--- src/rtl/aes_keyexp_stream_if.sv ---
// Key-load, shared S-box and round-key stream signals of aes_keyexp_stream.
// master = surrounding system, slave = key-schedule engine.
interface aes_keyexp_stream_if;
    logic [7:0] key_in;
    logic       key_valid;
    logic       sbox_req;
    logic [7:0] sbox_addr;
    logic [7:0] sbox_data;
    logic       round_req;
    logic [7:0] rk_out;
    logic       rk_valid;
    logic       rk_ready;
    logic [3:0] rk_round;
    logic       rk_last;
    logic       busy;
    logic       done;

    modport master (
        output key_in, key_valid, sbox_data, round_req, rk_ready,
        input  sbox_req, sbox_addr, rk_out, rk_valid, rk_round, rk_last, busy, done
    );

    modport slave (
        input  key_in, key_valid, sbox_data, round_req, rk_ready,
        output sbox_req, sbox_addr, rk_out, rk_valid, rk_round, rk_last, busy, done
    );
endinterface

--- src/rtl/aes_keyexp_stream.sv ---
// Byte-serial AES-128 key schedule: round keys 1..NUM_ROUNDS streamed with valid/ready.
// Optional macro AES_KEYEXP_STORE_ALL_EN adds a readable store of every round key.
module aes_keyexp_stream #(
    parameter int unsigned NUM_ROUNDS = 10,
    parameter int unsigned SBOX_LAT   = 1,
    parameter logic [7:0]  RCON_INIT  = 8'h01
) (
    input  logic               clk,
    input  logic               rst_n,
`ifdef AES_KEYEXP_STORE_ALL_EN
    input  logic [3:0]         rd_round,
    input  logic [3:0]         rd_idx,
    output logic [7:0]         rd_data,
`endif
    aes_keyexp_stream_if.slave bus
);
    localparam logic [3:0] LAST_ROUND = 4'(NUM_ROUNDS);
    localparam logic [3:0] LAT4       = 4'(SBOX_LAT);
    localparam logic [2:0] SUB_LAST   = 3'(SBOX_LAT + 3);

    typedef enum logic [2:0] {IDLE, LOAD, SUB, EXP, OUT, WAIT, FINISH} state_t;

    state_t     state_reg;
    logic [7:0] key_mem [0:15];
    logic [7:0] sub_reg [0:3];
    logic [3:0] cnt_reg;
    logic [2:0] sub_cnt_reg;
    logic [3:0] round_reg;
    logic [7:0] rcon_reg;
    logic       sbox_req_reg;
    logic [7:0] sbox_addr_reg;
    logic [7:0] rk_out_reg;
    logic       rk_valid_reg;
    logic [3:0] rk_round_reg;
    logic       rk_last_reg;
    logic       busy_reg;
    logic       done_reg;

    logic [3:0] cnt_inc;
    logic [2:0] sub_cnt_inc;
    logic [3:0] cap_off;
    logic [7:0] mix_byte;
    logic [7:0] new_byte;
    logic [7:0] rcon_next;
    logic       key_we;
    logic [7:0] key_wdata;

    assign cnt_inc     = cnt_reg + 4'd1;
    assign sub_cnt_inc = sub_cnt_reg + 3'd1;
    // Offset of the current SUB cycle from the first returned S-box byte; 0..3 means capture.
    assign cap_off     = {1'b0, sub_cnt_reg} - LAT4;
    assign rcon_next   = {rcon_reg[6:0], 1'b0} ^ (rcon_reg[7] ? 8'h1b : 8'h00);

    always_comb begin
        mix_byte = key_mem[cnt_reg - 4'd4];
        if (cnt_reg < 4'd4) begin
            mix_byte = sub_reg[cnt_reg[1:0]] ^ ((cnt_reg == 4'd0) ? rcon_reg : 8'h00);
        end
    end

    assign new_byte  = key_mem[cnt_reg] ^ mix_byte;
    assign key_we    = rst_n && ((((state_reg == IDLE) || (state_reg == LOAD)) && bus.key_valid)
                                 || (state_reg == EXP));
    assign key_wdata = (state_reg == EXP) ? new_byte : bus.key_in;

    // Working key is overwritten in place; bytes k-4 are already the new ones during EXP.
    always_ff @(posedge clk) begin
        if (key_we) begin
            key_mem[cnt_reg] <= key_wdata;
        end
    end

    always_ff @(posedge clk) begin
        if (!rst_n) begin
            state_reg     <= IDLE;
            cnt_reg       <= 4'd0;
            sub_cnt_reg   <= 3'd0;
            round_reg     <= 4'd0;
            rcon_reg      <= RCON_INIT;
            sbox_req_reg  <= 1'b0;
            sbox_addr_reg <= 8'h00;
            rk_out_reg    <= 8'h00;
            rk_valid_reg  <= 1'b0;
            rk_round_reg  <= 4'd0;
            rk_last_reg   <= 1'b0;
            busy_reg      <= 1'b0;
            done_reg      <= 1'b0;
            for (int i = 0; i < 4; i++) begin
                sub_reg[i] <= 8'h00;
            end
        end else begin
            done_reg     <= 1'b0;
            sbox_req_reg <= 1'b0;
            case (state_reg)
                IDLE: begin
                    if (bus.key_valid) begin
                        state_reg <= LOAD;
                        cnt_reg   <= 4'd1;
                        busy_reg  <= 1'b1;
                    end
                end
                LOAD: begin
                    if (bus.key_valid) begin
                        cnt_reg <= cnt_inc;
                        if (cnt_reg == 4'd15) begin
                            state_reg     <= SUB;
                            cnt_reg       <= 4'd0;
                            sub_cnt_reg   <= 3'd0;
                            sbox_req_reg  <= 1'b1;
                            sbox_addr_reg <= key_mem[13];
                        end
                    end
                end
                SUB: begin
                    if (cap_off[3:2] == 2'b00) begin
                        sub_reg[cap_off[1:0]] <= bus.sbox_data;
                    end
                    sub_cnt_reg <= sub_cnt_inc;
                    // RotWord order: requests go out for bytes 13, 14, 15, 12.
                    if (!sub_cnt_inc[2]) begin
                        sbox_req_reg  <= 1'b1;
                        sbox_addr_reg <= key_mem[{2'b11, sub_cnt_inc[1:0] + 2'b01}];
                    end
                    if (sub_cnt_reg == SUB_LAST) begin
                        state_reg <= EXP;
                        cnt_reg   <= 4'd0;
                    end
                end
                EXP: begin
                    cnt_reg <= cnt_inc;
                    if (cnt_reg == 4'd15) begin
                        state_reg    <= OUT;
                        rk_valid_reg <= 1'b1;
                        rk_out_reg   <= key_mem[0];
                        rk_last_reg  <= 1'b0;
                        rk_round_reg <= round_reg + 4'd1;
                    end
                end
                OUT: begin
                    if (bus.rk_ready) begin
                        if (cnt_reg == 4'd15) begin
                            rk_valid_reg <= 1'b0;
                            rk_last_reg  <= 1'b0;
                            rk_out_reg   <= 8'h00;
                            rk_round_reg <= 4'd0;
                            rcon_reg     <= rcon_next;
                            cnt_reg      <= 4'd0;
                            if (round_reg + 4'd1 >= LAST_ROUND) begin
                                round_reg <= LAST_ROUND;
                                state_reg <= FINISH;
                                done_reg  <= 1'b1;
                            end else begin
                                round_reg <= round_reg + 4'd1;
                                if (bus.round_req) begin
                                    state_reg     <= SUB;
                                    sub_cnt_reg   <= 3'd0;
                                    sbox_req_reg  <= 1'b1;
                                    sbox_addr_reg <= key_mem[13];
                                end else begin
                                    state_reg <= WAIT;
                                end
                            end
                        end else begin
                            cnt_reg     <= cnt_inc;
                            rk_out_reg  <= key_mem[cnt_inc];
                            rk_last_reg <= (cnt_inc == 4'd15);
                        end
                    end
                end
                WAIT: begin
                    if (bus.round_req) begin
                        state_reg     <= SUB;
                        cnt_reg       <= 4'd0;
                        sub_cnt_reg   <= 3'd0;
                        sbox_req_reg  <= 1'b1;
                        sbox_addr_reg <= key_mem[13];
                    end
                end
                FINISH: begin
                    state_reg <= IDLE;
                    busy_reg  <= 1'b0;
                    rcon_reg  <= RCON_INIT;
                    round_reg <= 4'd0;
                end
                default: begin
                    state_reg <= IDLE;
                end
            endcase
        end
    end

    assign bus.sbox_req  = sbox_req_reg;
    assign bus.sbox_addr = sbox_addr_reg;
    assign bus.rk_out    = rk_out_reg;
    assign bus.rk_valid  = rk_valid_reg;
    assign bus.rk_round  = rk_round_reg;
    assign bus.rk_last   = rk_last_reg;
    assign bus.busy      = busy_reg;
    assign bus.done      = done_reg;

`ifdef AES_KEYEXP_STORE_ALL_EN
    localparam int unsigned STORE_DEPTH = (NUM_ROUNDS + 1) * 16;

    logic [7:0] store_mem [0:STORE_DEPTH-1];
    logic [7:0] store_waddr;
    logic [7:0] rd_data_reg;

    // Round 0 is the loaded key; round r lands at r*16 while it is expanded.
    assign store_waddr = (state_reg == EXP) ? {round_reg + 4'd1, cnt_reg} : {4'd0, cnt_reg};

    always_ff @(posedge clk) begin
        if (key_we) begin
            store_mem[store_waddr] <= key_wdata;
        end
    end

    always_ff @(posedge clk) begin
        if (!rst_n) begin
            rd_data_reg <= 8'h00;
        end else if (rd_round > LAST_ROUND) begin
            rd_data_reg <= 8'h00;
        end else begin
            rd_data_reg <= store_mem[{rd_round, rd_idx}];
        end
    end

    assign rd_data = rd_data_reg;
`endif
endmodule

--- src/flat_wrapper.sv ---
// flat-port wrapper written by rule: the top's interface ports become plain ports
module aes_keyexp_stream_flat 
#(
    parameter int unsigned NUM_ROUNDS = 10,
    parameter int unsigned SBOX_LAT   = 1,
    parameter logic [7:0]  RCON_INIT  = 8'h01
)
  (clk, rst_n, bus_key_in, bus_key_valid, bus_sbox_data, bus_round_req, bus_rk_ready, bus_sbox_req, bus_sbox_addr, bus_rk_out, bus_rk_valid, bus_rk_round, bus_rk_last, bus_busy, bus_done);
  aes_keyexp_stream_if bus_i ();
  input  logic clk;
  input  logic rst_n;
  input wire logic [$bits(bus_i.key_in)-1:0] bus_key_in;
  input wire logic [$bits(bus_i.key_valid)-1:0] bus_key_valid;
  input wire logic [$bits(bus_i.sbox_data)-1:0] bus_sbox_data;
  input wire logic [$bits(bus_i.round_req)-1:0] bus_round_req;
  input wire logic [$bits(bus_i.rk_ready)-1:0] bus_rk_ready;
  output wire logic [$bits(bus_i.sbox_req)-1:0] bus_sbox_req;
  output wire logic [$bits(bus_i.sbox_addr)-1:0] bus_sbox_addr;
  output wire logic [$bits(bus_i.rk_out)-1:0] bus_rk_out;
  output wire logic [$bits(bus_i.rk_valid)-1:0] bus_rk_valid;
  output wire logic [$bits(bus_i.rk_round)-1:0] bus_rk_round;
  output wire logic [$bits(bus_i.rk_last)-1:0] bus_rk_last;
  output wire logic [$bits(bus_i.busy)-1:0] bus_busy;
  output wire logic [$bits(bus_i.done)-1:0] bus_done;
  assign bus_i.key_in = bus_key_in;
  assign bus_i.key_valid = bus_key_valid;
  assign bus_i.sbox_data = bus_sbox_data;
  assign bus_i.round_req = bus_round_req;
  assign bus_i.rk_ready = bus_rk_ready;
  assign bus_sbox_req = bus_i.sbox_req;
  assign bus_sbox_addr = bus_i.sbox_addr;
  assign bus_rk_out = bus_i.rk_out;
  assign bus_rk_valid = bus_i.rk_valid;
  assign bus_rk_round = bus_i.rk_round;
  assign bus_rk_last = bus_i.rk_last;
  assign bus_busy = bus_i.busy;
  assign bus_done = bus_i.done;
  aes_keyexp_stream #(.NUM_ROUNDS(NUM_ROUNDS), .SBOX_LAT(SBOX_LAT), .RCON_INIT(RCON_INIT)) u_core (.clk(clk), .rst_n(rst_n), .bus(bus_i));
endmodule
--- config.mk ---
export PLATFORM = sky130hd
export DESIGN_NAME = aes_keyexp_stream_flat
export DESIGN_NICKNAME = d
export VERILOG_FILES = /design/src/rtl/aes_keyexp_stream_if.sv /design/src/rtl/aes_keyexp_stream.sv /design/src/flat_wrapper.sv
export SDC_FILE = /design/constraint.sdc
export NUM_CORES = 1
export LEC_CHECK = 0
export CAP_MARGIN = 25
export CORE_MARGIN = 4
export CORE_UTILIZATION = 53
export CTS_BUF_LIST = sky130_fd_sc_hd__clkbuf_8 sky130_fd_sc_hd__clkbuf_16
export DETAILED_ROUTE_END_ITERATION = 8
export PLACE_DENSITY = 0.7
export SYNTH_ARGS = -nofsm -noshare
export SYNTH_HDL_FRONTEND = slang
export SYNTH_SLANG_ARGS = --single-unit
--- constraint.sdc ---
create_clock -name clk -period 3.91 [get_ports clk]
set_input_delay 1.173 -clock clk [delete_from_list [all_inputs] [get_ports clk]]
set_output_delay 1.173 -clock clk [all_outputs]
set_load 0.1 [all_outputs]
Word-level counts from Yosys, hierarchy flattened. Memory sizes are Yosys's and may differ from the RTL's. A register that Yosys moved wholly into a read port is not among the register bits. Index checks and enable logic that the tools add are counted.

Register bits after elaboration: 47. Memories: 2. Bits in writable memories: 160. Output and inout bits: 25. Input port bits: 21.

Muxes and demuxes: 84. Eq/ne operators: 19. Magnitude comparators: 2. $add $sub $neg: 6. Reductions and logical operators: 22. Bitwise gates (word level): 3.

Memories: u_core.key_mem (depth 16, bits a word 8, read ports 6, clocked after memory_dff 1, wr ports 1, RTL line aes_keyexp_stream.sv:24) `logic [7:0] key_mem [0:15];`; u_core.sub_reg (depth 4, bits a word 8, read ports 1, clocked after memory_dff 1, wr ports 4, RTL line aes_keyexp_stream.sv:25) `logic [7:0] sub_reg [0:3];`.

Operator list (number): $mux W8 (16); $mux W4 (14); $mux W3 (16); $pmux W8 S2 (2); $pmux W8 S4 (1); $pmux W4 S6 (1); $xor A8 B8 Y8 (3); $mux W1 (22); $pmux W3 S6 (1); $ne A2 B2 Y1 const B (8); $pmux W4 S2 (2); $eq A3 B3 Y1 const B (4); $pmux W3 S4 (1); $reduce_and A6 Y1 (2); $add A4 B1 Y4 const B (2); $eq A4 B4 Y1 const B (2); $reduce_and A4 Y1 (2); $reduce_and A8 Y1 (1); $reduce_or A8 Y1 (1); $reduce_and A7 Y1 (1); $eq A3 B2 Y1 const B (2); $mux W2 (3); $pmux W1 S2 (3); $reduce_and A3 Y1 (2); 19 further kinds (24).

Logic depth before layout (Yosys ltp). Gate-level depths: netlist (run 1).

Word-level depth: 8. Mapped depth: 12. Gate-level depth less buffers: 8.

Least setup slack after synthesis (run 1). Ideal clock, no wire load.

Kind: register to register. Start: register u_core.cnt_reg[0]. End: memory u_core.key_mem[0][4] (data pin). Stages on the path, launching flop included: 11. Arrival: 2690 ps. Buffers on the path: 3. Library setup time: 330 ps. Data required time: 3580 ps. Clock period less this slack: 3020 ps. Path slack: 890 ps. Cell sequence: dfxtp_1 -> buf_2 -> buf_2 -> inv_1 -> ha_1 -> clkbuf_1 -> nand3_1 -> xnor2_1 -> a221oi_2 -> xor2_1 -> o21ai_0.

Word-level cells in the longest chain between the ends: 6. Elaborated cells between the ends (all ways): 9. Those cells by class: add/sub: 1; order compare: 1; mux: 3; bitwise: 2; reduce/logical: 1; memory: 1.

RTL lines: from (decl) (RTL line aes_keyexp_stream.sv:26) `logic [3:0] cnt_reg;`; from (signal assigned) (RTL line aes_keyexp_stream.sv:104) `cnt_reg <= cnt_inc;`; from (signal assigned) (RTL line aes_keyexp_stream.sv:130) `cnt_reg <= cnt_inc;`; from (signal assigned) (RTL line aes_keyexp_stream.sv:164) `cnt_reg <= cnt_inc;`; branches (longest 3 deep; another with $mem_v2 Z16 W8); $mux W8 * (RTL line aes_keyexp_stream.sv:56) `if (cnt_reg < 4'd4) begin`; $xor A8 B8 Y8 * (RTL line aes_keyexp_stream.sv:61) `assign new_byte = key_mem[cnt_reg] ^ mix_byte;`; $mux W8 * (RTL line aes_keyexp_stream.sv:64) `assign key_wdata = (state_reg == EXP) ? new_byte : bus.key_in;`; via u_core.key_wdata[4] (RTL line aes_keyexp_stream.sv:46) `logic [7:0] key_wdata;`; to (decl) (RTL line aes_keyexp_stream.sv:24).

Mark *: on every way through the listed nets, which the timed path passes.

Worst setup path after layout (run 1).
Start: register u_core.rk_round_reg[3], in the netlist u_core.bus.rk_round[3]. End: output port bus_rk_round[3].

RTL lines: from (decl) (RTL line aes_keyexp_stream.sv:34) `logic [3:0] rk_round_reg;`; from (signal assigned) (RTL line aes_keyexp_stream.sv:136) `rk_round_reg <= round_reg + 4'd1;`; to (decl) (RTL line flat_wrapper.sv:21) `output wire logic [$bits(bus_i.rk_round)-1:0] bus_rk_round;`.

No word-level cell between the ends.

==> qor.csv, run 1 <==
metric,value,unit
cp_max_fo,2,
avgSynthCellArea,13.8,um2
cp-start-kind,register,
routed_wl,31300,um
period_minus_slack,3.17,ns
numCtsBuffers,23,
drt-vias-per-instance,6.64,
peakVddDrop,332,uV
clock-root-buffer,clkbuf_16,
synth-xor-area-share,2.07,%
clk_latency,0.52,ns
finalSetupViolations,0,
ys_seq_area_share,51.0,%
crit_chain,clkdlybuf4s50_1,
clk_pin_slew,0.06,ns
power_density,426,nW/um2
grtUsageMet1,33.5,%
final_area,12900,um2
r2r-end,u_core.key_mem[13][0]$_DFFE_PP_,
cts_tree,yes,
ys_top_cells_by_area,"edfxtp_1, mux4_2, dfxtp_1, o21ai_0, nand2_1",
antenna_found_initial,0,
synth_top_area_cell,edfxtp_1,
synth_most_common_cell,edfxtp_1,
yosys_warnings,0,
r2r_cells,6,
status,"complete, no violations",
relSlewSlack,28.3,%
async_flop_share,0,%
num_antenna_cells,0,
ys.flop_type,edfxtp_1,
critPathRequiredTime,2.74,ns
post-route-period-util,81.0,%
fin_util,61.1,%
wire_per_inst,26.7,um
grt-ovfl-total,0,
dp_hpwl,22400,um
start_util,54.2,%
max_freq,316,MHz
grt.met2_usage,43.9,%
drtPass1Iterations,5,
crit_path_top_delay_cell,clkdlybuf4s50_1,
ctsResizeCount,0,
rsz0062_at_grt,false,
port_buffers,45,
grtUsageTotal,26.1,%
die_x,155,um
netlist.area_leader.share,42.0,%
post-place-ws,0.534,ns
grt_max_degree,33,
dpl_cell_area,12100,um2
die_y,155,um
synth-edff-count,160,
synth-compound-area-share,9.39,%
endpoint_kind,output port,
core-area,21100,um2
cts_setup_buffers,0,
worst_pin_slew,1.07,ns
drc,0,
cts_hold_buf,0,
yosysUniqueCellTypes,58,
path_class,reg -> out,
yosys-top-cells-count,"edfxtp_1, mux4_2, nand2_1, dfxtp_1, nor2_1",
min-delay-start,u_core.bus.busy$_SDFFE_PN0P_,
path_buf_inv,1,
setup_slack,0.745,ns
hold_path.class,reg -> reg,
num_vias,7772,
worstPathArrival,1.99,ns
cts_sinks,211,
max_stage_delay,1.14,ns
globalRouteMet3Util,5.09,%
boundaryPins,46,
drt_first_iter_violations,817,
hold_end,u_core.bus.busy$_SDFFE_PN0P_,
maxCapViolations,0,
min_path_cells,2,
grt_pass1_wl,47500,um
crit_family,buffers and inverters,
top_usage_layer,met2,
drive_gt1_share,25.7,%
synth_adder_area_share,1.53,%
cts.htree.levels,1,
fin_nets,915,
area_growth,12.7,%
dieArea,24000,um2
row_count,53,
r2r_slack,0.75,ns
leakagePower,0.00443,uW
finClkSkew,0.0120,ns
syn-cell-area,11400,um2
clock_path_buffers,3,
first_global_vias,7899,
setup_tns,0,ns
maxSlewViolCount,0,
synthMuxAreaShare,23.1,%
largest_register_ffs,128,
hold_viol_final,0,
syn_inst,830,
synthSimpleGateAreaFrac,9.52,%
ys_seq_elements,211,
synth_top_family_by_area,multiplexers,
synth_nets,865,
gp_congestion,0.966,
antenna_left,0,
## routing by layer
metal	vias up	part of all wire, %
met5	-	0
met4	0	4.8
met3	80	8.3
met2	400	50
met1	3893	37
li1	3399	-
## worst reg2reg max path, stage by stage, from the launching register on
cell,delay (ns)
dfxtp_1,0.75
buf_4,0.34
mux4_2,0.53
o22ai_1,0.16
nor2_1,0.08
xnor2_1,0.13
o21ai_1,0.82
## kinds of logic (layout without fill, tap and decap cells)
kind of cell             count (synthesis)  after routing
XOR/XNOR                                24             24
adder cells (fa/ha/maj)                 14             14
flip-flops                             211            211
multiplexers                           132            132
buffers and inverters                   72            138
AND/OR/NAND/NOR                        214            214
AO/OA/AOI/OAI                          163            163
## cell usage in the layout, fill, tap and decap left out, types with 22 or more instances in the layout
master and count:
clkbuf_16 24, o21ai_0 42, a21oi_1 29, buf_4 53
clkdlybuf4s50_1 31, edfxtp_1 160, nand3_1 22, nor2_1 48
mux4_2 104, and2_1 28, dfxtp_1 48, a22oi_1 24
nand2_1 52, and3_1 24
## final cells by class
class | count | area (um2)
Fill cell | 1652 | 8200
Sequential cell | 211 | 5830
Multi-Input combinational cell | 547 | 5210
Timing Repair Buffer | 85 | 728
Clock buffer | 29 | 669
Tap cell | 275 | 344
Clock inverter | 12 | 58.8
Inverter | 12 | 45.0
## per-stage QoR
stage	total power, uW	instances	hold slack, ns
after floorplan	3220	830	0.479
after global placement	3450	1128	0.468
after detailed placement	3460	1128	0.489
after CTS	5510	1169	0.499
after global routing	5670	1171	0.531
final	5490	1171	0.498
## report_power, final
| part | leakage, uW | switching, uW | internal (uW) |
|---|---|---|---|
| Clock | 0.000377 | 863 | 1200 |
| Sequential | 0.00190 | 65.4 | 2460 |
| Combinational | 0.00215 | 493 | 401 |
| Total | 0.00443 | 1420 | 4070 |
## worst max-delay path by stage
stage,from,to,slack (ns),depth (start not counted)
after floorplan,u_core.cnt_reg[0]$_SDFFE_PN0P_,u_core.key_mem[0][4]$_DFFE_PP_,0.89,10
after global placement,bus_key_valid,u_core.key_mem[5][2]$_DFFE_PP_,0.56,6
after detailed placement,register,u_core.key_mem[13][1]$_DFFE_PP_,0.53,7
after CTS,register,u_core.key_mem[13][1]$_DFFE_PP_,0.51,7
after global routing,u_core.cnt_reg[0]$_SDFFE_PN0P_,u_core.bus.sbox_addr[6]$_SDFFE_PN0P_,0.48,7
final,u_core.bus.rk_round[3]$_SDFFE_PN0P_,bus_rk_round[3],0.74,1
Note: power is estimated with default switching activity, not from simulation.
==> inputs of run 2 (changes only) <==
--- a/config.mk
+++ b/config.mk
@@ -10,7 +10,7 @@
 export CORE_UTILIZATION = 53
 export CTS_BUF_LIST = sky130_fd_sc_hd__clkbuf_8 sky130_fd_sc_hd__clkbuf_16
 export DETAILED_ROUTE_END_ITERATION = 8
-export PLACE_DENSITY = 0.7
+export PLACE_DENSITY = 0.73
 export SYNTH_ARGS = -nofsm -noshare
 export SYNTH_HDL_FRONTEND = slang
 export SYNTH_SLANG_ARGS = --single-unit
==> constraint.sdc (replaced) <==
create_clock -name clk -period 2.58 [get_ports clk]
set_input_delay 0.774 -clock clk [delete_from_list [all_inputs] [get_ports clk]]
set_output_delay 0.774 -clock clk [all_outputs]
set_load 0.1 [all_outputs]
==> qor.csv, run 2 (synthesized netlist as in run 1, its figures left out) <==
metric,value,unit
status,"finished, violations left",
failed_checks,negative setup slack,
setup_slack,-0.0809,ns
largest_register_ffs,128,
pwr-share-seq,41.8,%
cp_max_fo,16,
numCtsBuffers,23,
start_util,54.2,%
grt_max_degree,34,
worstPathArrival,2.93,ns
endpoint_kind,register,
clock-root-buffer,clkbuf_16,
path_class,reg -> reg,
area_growth,24.1,%
p_total,9030,uW
core-area,21100,um2
grt_pass1_wl,50700,um
p_sw,2370,uW
first_global_vias,8511,
die_y,155,um
dp_hpwl,24200,um
dieArea,24000,um2
power.internal,6660,uW
die_x,155,um
grtUsageTotal,27.9,%
relSlewSlack,43.1,%
drtPass1Iterations,5,
num_vias,8650,
power_frac_clock,38.8,%
fin_nets,1015,
hold_viol_final,0,
antenna_found_initial,0,
maxSlewViolCount,0,
cts_sinks,211,
cts_tree,yes,
power_density,637,nW/um2
swShare,26.2,%
min_path_cells,2,
peakVddDrop,392,uV
drive_gt1_share,35.0,%
post-route-period-util,103,%
clk_pin_slew,0.06,ns
pwr-share-comb,19.3,%
finalSetupViolations,16,
drc,0,
port_buffers,45,
wire_per_inst,26.6,um
multiInputGateArea,5310,um2
regArea,5830,um2
layout_common_cells,"edfxtp_1, buf_4, mux4_2",
r2r_cells,8,
gp_congestion,0.979,
grt-ovfl-total,0,
num_antenna_cells,0,
antenna_left,0,
max_freq,376,MHz
clock_path_buffers,3,
drt_first_iter_violations,1174,
maxCapViolations,0,
cts.htree.levels,1,
period_minus_slack,2.66,ns
drt-vias-per-instance,6.81,
routed_wl,33800,um
setup_tns,-1.23,ns
cp-start-kind,register,
clk_latency,0.51,ns
row_count,53,
leakagePower,0.00508,uW
critPathRequiredTime,2.84,ns
worst_pin_slew,0.851,ns
final_common_cell,edfxtp_1,
num-fill-cells,1395,
boundaryPins,46,
hold_path.class,reg -> reg,
finClkSkew,0.0202,ns
run 2: repair_timing:
item	in CTS	in global routing
hold buffers	0	0
pin swaps	1	10
setup endpoints to repair	128	130
gates resized for setup	8	5
setup buffers	2	11
run 2: power by group through the flow:
stage	combinational [uW]	clock, uW	sequential [uW]
2_1_floorplan	949	0	3940
3_3_place_gp	1610	0	3840
3_5_place_dp	1630	0	3850
4_1_cts	1670	3520	3780
5_1_grt	1820	3670	3780
6_report	1740	3510	3780
run 2: critical path, stage by stage (launching register included):
cell and delay (ns):
dfxtp_2 0.44, buf_4 0.27, mux4_2 0.51, nand2_1 0.11, nand2_1 0.10, a221oi_2 0.37, xor2_1 0.33, o21ai_4 0.11
buf_12 0.16
run 2: per-layer routing:
layer | vias up | track usage (%) | wire [um]
met5 | - | 0 | 0
met2 | 679 | 44.4 | 15900
met1 | 4242 | 38.3 | 12400
met4 | 0 | 11.7 | 1630
met3 | 130 | 5.03 | 3840
li1 | 3599 | - | -
run 2: final timing paths:
path | startpoint | to | slack, ns
max reg2reg | u_core.cnt_reg[1]$_SDFFE_PN0P_ | u_core.key_mem[2][4]$_DFFE_PP_ | -0.08
max | u_core.cnt_reg[1]$_SDFFE_PN0P_ | u_core.key_mem[2][4]$_DFFE_PP_ | -0.08
min reg2reg | u_core.bus.rk_last$_SDFFE_PN0P_ | u_core.bus.rk_last$_SDFFE_PN0P_ | 0.48
min | u_core.bus.rk_last$_SDFFE_PN0P_ | u_core.bus.rk_last$_SDFFE_PN0P_ | 0.48
run 2: area by class of cell:
| type | instances | area share (%) |
|---|---|---|
| clock inverters | 18 | 1.61 |
| multi-input cells | 547 | 37.4 |
| repair buffers | 185 | 13.0 |
| well taps | 275 | 2.43 |
| inverters | 12 | 0.318 |
| flip-flops and latches | 211 | 41.1 |
| clock buffers | 23 | 4.06 |
run 2: stage by stage:
stage          hold slack (ns)  instances  util [%]  area, um2  setup WS (ns)
6_report                 0.476       1271      67.2      14200        -0.0809
5_1_grt                  0.532       1271      67.2      14200         -0.107
4_1_cts                  0.476       1260      66.4      14000         0.0345
3_5_place_dp             0.468       1217      62.2      13100         -0.187
3_3_place_gp             0.454       1217      62.2      13100         -0.143
2_1_floorplan            0.479        830         -      11500         0.0193
